### config.mk
export PLATFORM = sky130hd
export DESIGN_NAME = roi_shift_driver
export DESIGN_NICKNAME = d
export VERILOG_FILES = /design/src/rtl/roi_harness_pkg.sv /design/src/rtl/roi_shift_driver_shifter.sv /design/src/rtl/roi_shift_driver.sv
export SDC_FILE = /design/constraint.sdc
export NUM_CORES = 2
export LEC_CHECK = 0
export BUFFER_PORTS_ARGS = -buffer_cell sky130_fd_sc_hd__buf_2
export CELL_PAD_IN_SITES_DETAIL_PLACEMENT = 0
export CELL_PAD_IN_SITES_GLOBAL_PLACEMENT = 2
export CORE_ASPECT_RATIO = 0.8
export CORE_MARGIN = 4
export CORE_UTILIZATION = 32
export DETAILED_ROUTE_END_ITERATION = 10
export GPL_ROUTABILITY_DRIVEN = 0
export HOLD_SLACK_MARGIN = 0.15
export PLACE_DENSITY = 0.81
export SLEW_MARGIN = 20
export SYNTH_ARGS = -nofsm -noshare
export SYNTH_HDL_FRONTEND = slang
export SYNTH_SLANG_ARGS = --single-unit
### constraint.sdc
create_clock -name clk -period 29.4 [get_ports clk]
set_input_delay 5.88 -clock clk [delete_from_list [all_inputs] [get_ports clk]]
set_output_delay 5.88 -clock clk [all_outputs]
set_load 0.01 [all_outputs]
### src/rtl/roi_harness_pkg.sv
// Shared definitions for the ROI harness serial-port driver.
package roi_harness_pkg;

    localparam int DIN_N_DEF  = 256;
    localparam int DOUT_N_DEF = 256;

    typedef enum logic [2:0] {
        IDLE,
        SHIFT,
        STB,
        CAPT,
        DONE
    } state_t;

    function automatic int max2(input int a, input int b);
        return (a > b) ? a : b;
    endfunction

endpackage

### src/rtl/roi_shift_driver_shifter.sv
// Parameterized shift register: parallel load, left shift with serial in,
// serial out from the MSB, and the would-be next value for same-edge capture.
module piso_sipo_shifter #(
    parameter int W = 8
) (
    input  logic         clk,
    input  logic         rst,
    input  logic         load,
    input  logic         shift_en,
    input  logic [W-1:0] par_in,
    input  logic         si,
    output logic         so,
    output logic [W-1:0] par_out,
    output logic [W-1:0] shift_nxt
);

    logic [W-1:0] sr;

    // A one-bit register has nothing to keep when it shifts.
    generate
        if (W == 1) begin : g_w1
            assign shift_nxt = si;
        end else begin : g_wn
            assign shift_nxt = {sr[W-2:0], si};
        end
    endgenerate

    assign so      = sr[W-1];
    assign par_out = sr;

    // Load has priority over shift.
    always_ff @(posedge clk or posedge rst) begin
        if (rst)
            sr <= '0;
        else if (load)
            sr <= par_in;
        else if (shift_en)
            sr <= shift_nxt;
    end

endmodule

### src/rtl/roi_shift_driver.sv
// Host-side master for the ROI harness serial port: shifts a stimulus
// vector in on ser_di, strobes, then shifts the dout snapshot back on ser_do.
module roi_shift_driver
    import roi_harness_pkg::*;
#(
    parameter int DIN_N  = DIN_N_DEF,
    parameter int DOUT_N = DOUT_N_DEF
) (
    input  logic              clk,
    input  logic              rst,
    input  logic              req_valid,
    output logic              req_ready,
    input  logic [DIN_N-1:0]  req_data,
    output logic              rsp_valid,
    input  logic              rsp_ready,
    output logic [DOUT_N-1:0] rsp_data,
    output logic              ser_di,
    output logic              ser_stb,
    input  logic              ser_do,
    output logic              busy
);

    localparam int CNT_W = $clog2(max2(DIN_N, DOUT_N) + 1);

    state_t             state;
    logic [CNT_W-1:0]   cnt;
    logic               accept;
    logic               cnt_last;
    logic               capt_en;
    logic               tx_so;
    logic [DIN_N-1:0]   tx_par;
    logic [DIN_N-1:0]   tx_nxt;
    logic               rx_so;
    logic [DOUT_N-1:0]  rx_par;
    logic [DOUT_N-1:0]  rx_nxt;
    logic               unused_ok;

    assign accept   = (state == IDLE) && req_valid && req_ready;
    // Treat 0 as terminal too so a stray zero count can never wrap.
    assign cnt_last = (cnt <= CNT_W'(1));
    // ser_stb is still high on the first CAPT edge; harness do is only
    // valid from the edge after that, so the first CAPT edge is skipped.
    assign capt_en  = (state == CAPT) && !ser_stb;

    assign unused_ok = &{1'b0, tx_par, tx_nxt, rx_so, rx_par};

    piso_sipo_shifter #(.W(DIN_N)) u_tx (
        .clk       (clk),
        .rst       (rst),
        .load      (accept),
        .shift_en  (state == SHIFT),
        .par_in    (req_data),
        .si        (1'b0),
        .so        (tx_so),
        .par_out   (tx_par),
        .shift_nxt (tx_nxt)
    );

    piso_sipo_shifter #(.W(DOUT_N)) u_rx (
        .clk       (clk),
        .rst       (rst),
        .load      (accept),
        .shift_en  (capt_en),
        .par_in    ('0),
        .si        (ser_do),
        .so        (rx_so),
        .par_out   (rx_par),
        .shift_nxt (rx_nxt)
    );

    // Transaction sequencer; every port output is a register of this block.
    always_ff @(posedge clk or posedge rst) begin
        if (rst) begin
            state     <= IDLE;
            cnt       <= '0;
            ser_di    <= 1'b0;
            ser_stb   <= 1'b0;
            rsp_valid <= 1'b0;
            rsp_data  <= '0;
            req_ready <= 1'b1;
            busy      <= 1'b0;
        end else begin
            case (state)
                IDLE: begin
                    if (accept) begin
                        state     <= SHIFT;
                        cnt       <= CNT_W'(DIN_N);
                        req_ready <= 1'b0;
                        busy      <= 1'b1;
                    end
                end
                SHIFT: begin
                    ser_di <= tx_so;
                    if (cnt != '0)
                        cnt <= cnt - CNT_W'(1);
                    if (cnt_last)
                        state <= STB;
                end
                STB: begin
                    ser_di  <= 1'b0;
                    ser_stb <= 1'b1;
                    cnt     <= CNT_W'(DOUT_N);
                    state   <= CAPT;
                end
                CAPT: begin
                    ser_stb <= 1'b0;
                    if (!ser_stb) begin
                        if (cnt != '0)
                            cnt <= cnt - CNT_W'(1);
                        if (cnt_last) begin
                            rsp_data  <= rx_nxt;
                            rsp_valid <= 1'b1;
                            state     <= DONE;
                        end
                    end
                end
                DONE: begin
                    if (rsp_valid && rsp_ready) begin
                        rsp_valid <= 1'b0;
                        req_ready <= 1'b1;
                        busy      <= 1'b0;
                        state     <= IDLE;
                    end
                end
                default: state <= IDLE;
            endcase
        end
    end

endmodule

==> run metrics <==
outcome finished, final reports clean; sequential power share 41.2%; die height 289 um; Crit path top cell by count buf_4; number of nets in the layout between 3,000 and 4,000; Fin Clk Skew between 0.03 and 0.04 ns; Root Driver clkbuf_16; Hold Worst Slack between 0.4 and 0.5 ns; leading area contributor after synthesis dfrtp_1; Least-Margin Pin Slew ~1.2 ns; GR peak layer met2; flops & latches, synth 784; Initial DRT Pass Iterations 5; WP data required 30.07 ns; Area Growth Syn to Fin 21.2%; final setup TNS 0 ns; global-route wire length before repair 136 mm; worst-path cell chain buf_2 -> inv_8 -> buf_12 -> buf_4 -> buf_4 -> buf_4; slew margin rel. ~20%; sw power 1420 uW; synth cell count leaders nand2_1 (1,026), dfrtp_1 (783), nor2_1 (260); Pwr per Cell Area 103 nW/um^2; Num CTS Buffers 83; crit path kind primary input to asynchronous set/reset pin; Max VDD drop between 0.07 and 0.08 mV; wire per inst around 18 um; clk_lat worst skew 0.65 ns; GRT Total Usage ~16%; post-CTS sizing 0; clock-pin slew on the worst setup and hold paths 0.06 ns; hold buffers post-CTS 0; Warnings, synthesis 0; synth top area cells dfrtp_1 (62%), nand2_1 (12%), mux2_2 (7.0%); Post-CTS Setup Inserts 0; initial antenna violation count 28; Detailed Route Iter0 Violations between 1,500 and 2,000; final worst-path cycle share 31.3%; top cell type's share of synthesized area 62.0%; Initial Util 32.5%; part of the power in combinational logic 29.4%; hold violation total from the final report 0; RSZ-0062 raised after global routing no; port buffer count ~520; worst slack, placed 19.35 ns; Post-synth EDFFs 0; largest net degree at the start of global routing 259; Final Max Slew Viols 0; FMAX approximately 110 MHz; crit-path max cell delay roughly 0.86 ns; DR DRC count 0; ys async rst share 100%; Net Sw Frac between 30% and 40%; number of global-route vias before repair between 20,000 and 25,000; slowest cell on the critical path buf_4; met3 global-route usage 4.36%; Global Route met1 Usage 22.3%; core region area ~97,000 um^2; Die ar. 104,000 um^2; final wirelength slightly below 90 mm; critical path arrival 9.87 ns; Netlist cell types 36; crit path capture type asynchronous set/reset pin; fin cells 4,927; type of origin of the critical path primary input; Power Total 3940 uW; Mean Syn Cell Area ~10 um^2; clock share of power between 20 and 30%; Die W 359 um; Pint 2520 uW; sequential share of the synthesized area 62.0%; post-synthesis cell area roughly 32,000 um^2; ys flop type dfrtp_1; syn_nets 3,405; routed vias 23,600; max-cap violations 0; Hold WC Path Type flip-flop to flip-flop; Period minus WS final 9.20 ns; ANT nets after route 0; crit-path max FO roughly 160; Clock Path Buffers 3; grt total ovfl 0; HPWL Detailed 55.0 mm; static leakage power 0.0191 uW; final setup vio count 0; H-tree depth 3; grt met2 use 25.3%; I/O pin cnt 522; PnR worst setup slack 20.20 ns; CTS tree yes; most common cell in the netlist nand2_1; placed insts 4,763; CTS sink count 784; vias per inst 4.80; Rows 102; share of layout cells above drive strength 1 between 20% and 30%; Post-Syn Instances roughly 3,100
==> per-stage QoR <==
stage	utilization, %	instance area (um^2)
after global routing	39.3	38300
after detailed placement	36.2	35200
final	39.4	38300
after CTS	39.3	38300
after floorplan	-	31600
after global placement	36.2	35200
==> path summary, 6_finish.rpt <==
check,from,end,slack (ns),depth (start not counted)
max,rst,u_rx.par_out[66],20.20,6
min,rsp_data[193],rsp_data[193],0.48,1
max reg2reg,state[2],rsp_data[126],23.96,8
min reg2reg,rsp_data[193],rsp_data[193],0.48,1
max in group clk,req_valid,u_tx.par_out[110],20.95,7
min in group asynchronous,rst,u_rx.par_out[25],5.40,2
==> layer usage <==
layer	wire, um	share of wire [%]	vias to the layer above
li1	-	-	11300
met3	5100	5.9	143
met1	39500	46	11700
met4	1780	2.1	24
met5	165	0.19	-
met2	39900	46	460
==> power by group through the flow <==
stage               combinational [uW]  clock (uW)  sequential (uW)
floorplan                          749           0             1650
global placement                  1170           0             1640
detailed placement                1190           0             1640
CTS                               1190        1190             1630
global route                      1300        1240             1670
finish                            1160        1160             1630
==> cell type report <==
| type | instances | area [um^2] |
|---|---|---|
| Fill cell | 9798 | 59000 |
| Sequential cell | 784 | 19600 |
| Multi-Input combinational cell | 2120 | 11100 |
| Timing Repair Buffer | 552 | 2870 |
| Clock buffer | 117 | 2430 |
| Tap cell | 1300 | 1630 |
| Clock inverter | 36 | 648 |
| Inverter | 7 | 33.8 |
| Antenna cell | 11 | 27.5 |
==> worst max-delay path: cells and delay by family <==
kind | cells | cell delay [ns]
buffers and inverters | 6 | 3.57
==> registers in the layout, indices dropped and copies added, names as in the netlist <==
signal        flops
busy              1
cnt               9
req_ready         1
rsp_data        256
rsp_valid         1
ser_di            1
ser_stb           1
state             3
u_rx.par_out    255
u_tx.par_out    256
==> logic make-up (layout without fill, tap and decap cells) <==
logic type,after synthesis,after routing,synth area share [%]
other,0,11,0
flip-flops,784,784,62.0
multiplexers,256,256,9.12
AND/OR/NAND/NOR,1327,1327,16.1
buffers and inverters,238,712,3.05
adder cells (fa/ha/maj),2,2,0.0791
AO/OA/AOI/OAI,535,535,9.63
==> placed cells by master (no fill, tap or decap), drive strengths merged <==
| cell | synthesis | layout |
|---|---|---|
| inv | 7 | 10 |
| nor3 | 7 | 7 |
| o21ai | 5 | 5 |
| clkbuf | 153 | 117 |
| nand4 | 3 | 3 |
| buf | 78 | 552 |
| ha | 2 | 2 |
| o21a | 1 | 1 |
| dfstp | 1 | 1 |
| a31oi | 253 | 253 |
| o221ai | 1 | 1 |
| a22oi | 3 | 3 |
| nand2b | 3 | 3 |
| and3 | 1 | 1 |
| nor2 | 260 | 260 |
| or4b | 1 | 1 |
| nand2 | 1026 | 1026 |
| o31ai | 6 | 6 |
| clkinvlp | 0 | 2 |
| a21oi | 259 | 259 |
| a21o | 1 | 1 |
| o21bai | 1 | 1 |
| a22o | 1 | 1 |
| or4 | 7 | 7 |
| or3 | 3 | 3 |
| a21boi | 1 | 1 |
| diode | 0 | 11 |
| a32o | 1 | 1 |
| or2 | 2 | 2 |
| a211oi | 2 | 2 |
| nor4 | 3 | 3 |
| or3b | 1 | 1 |
| clkinv | 0 | 19 |
| nand3 | 10 | 10 |
| bufinv | 0 | 12 |
| dfrtp | 783 | 783 |
| mux2 | 256 | 256 |
Note: power is estimated with default switching activity, not from simulation.
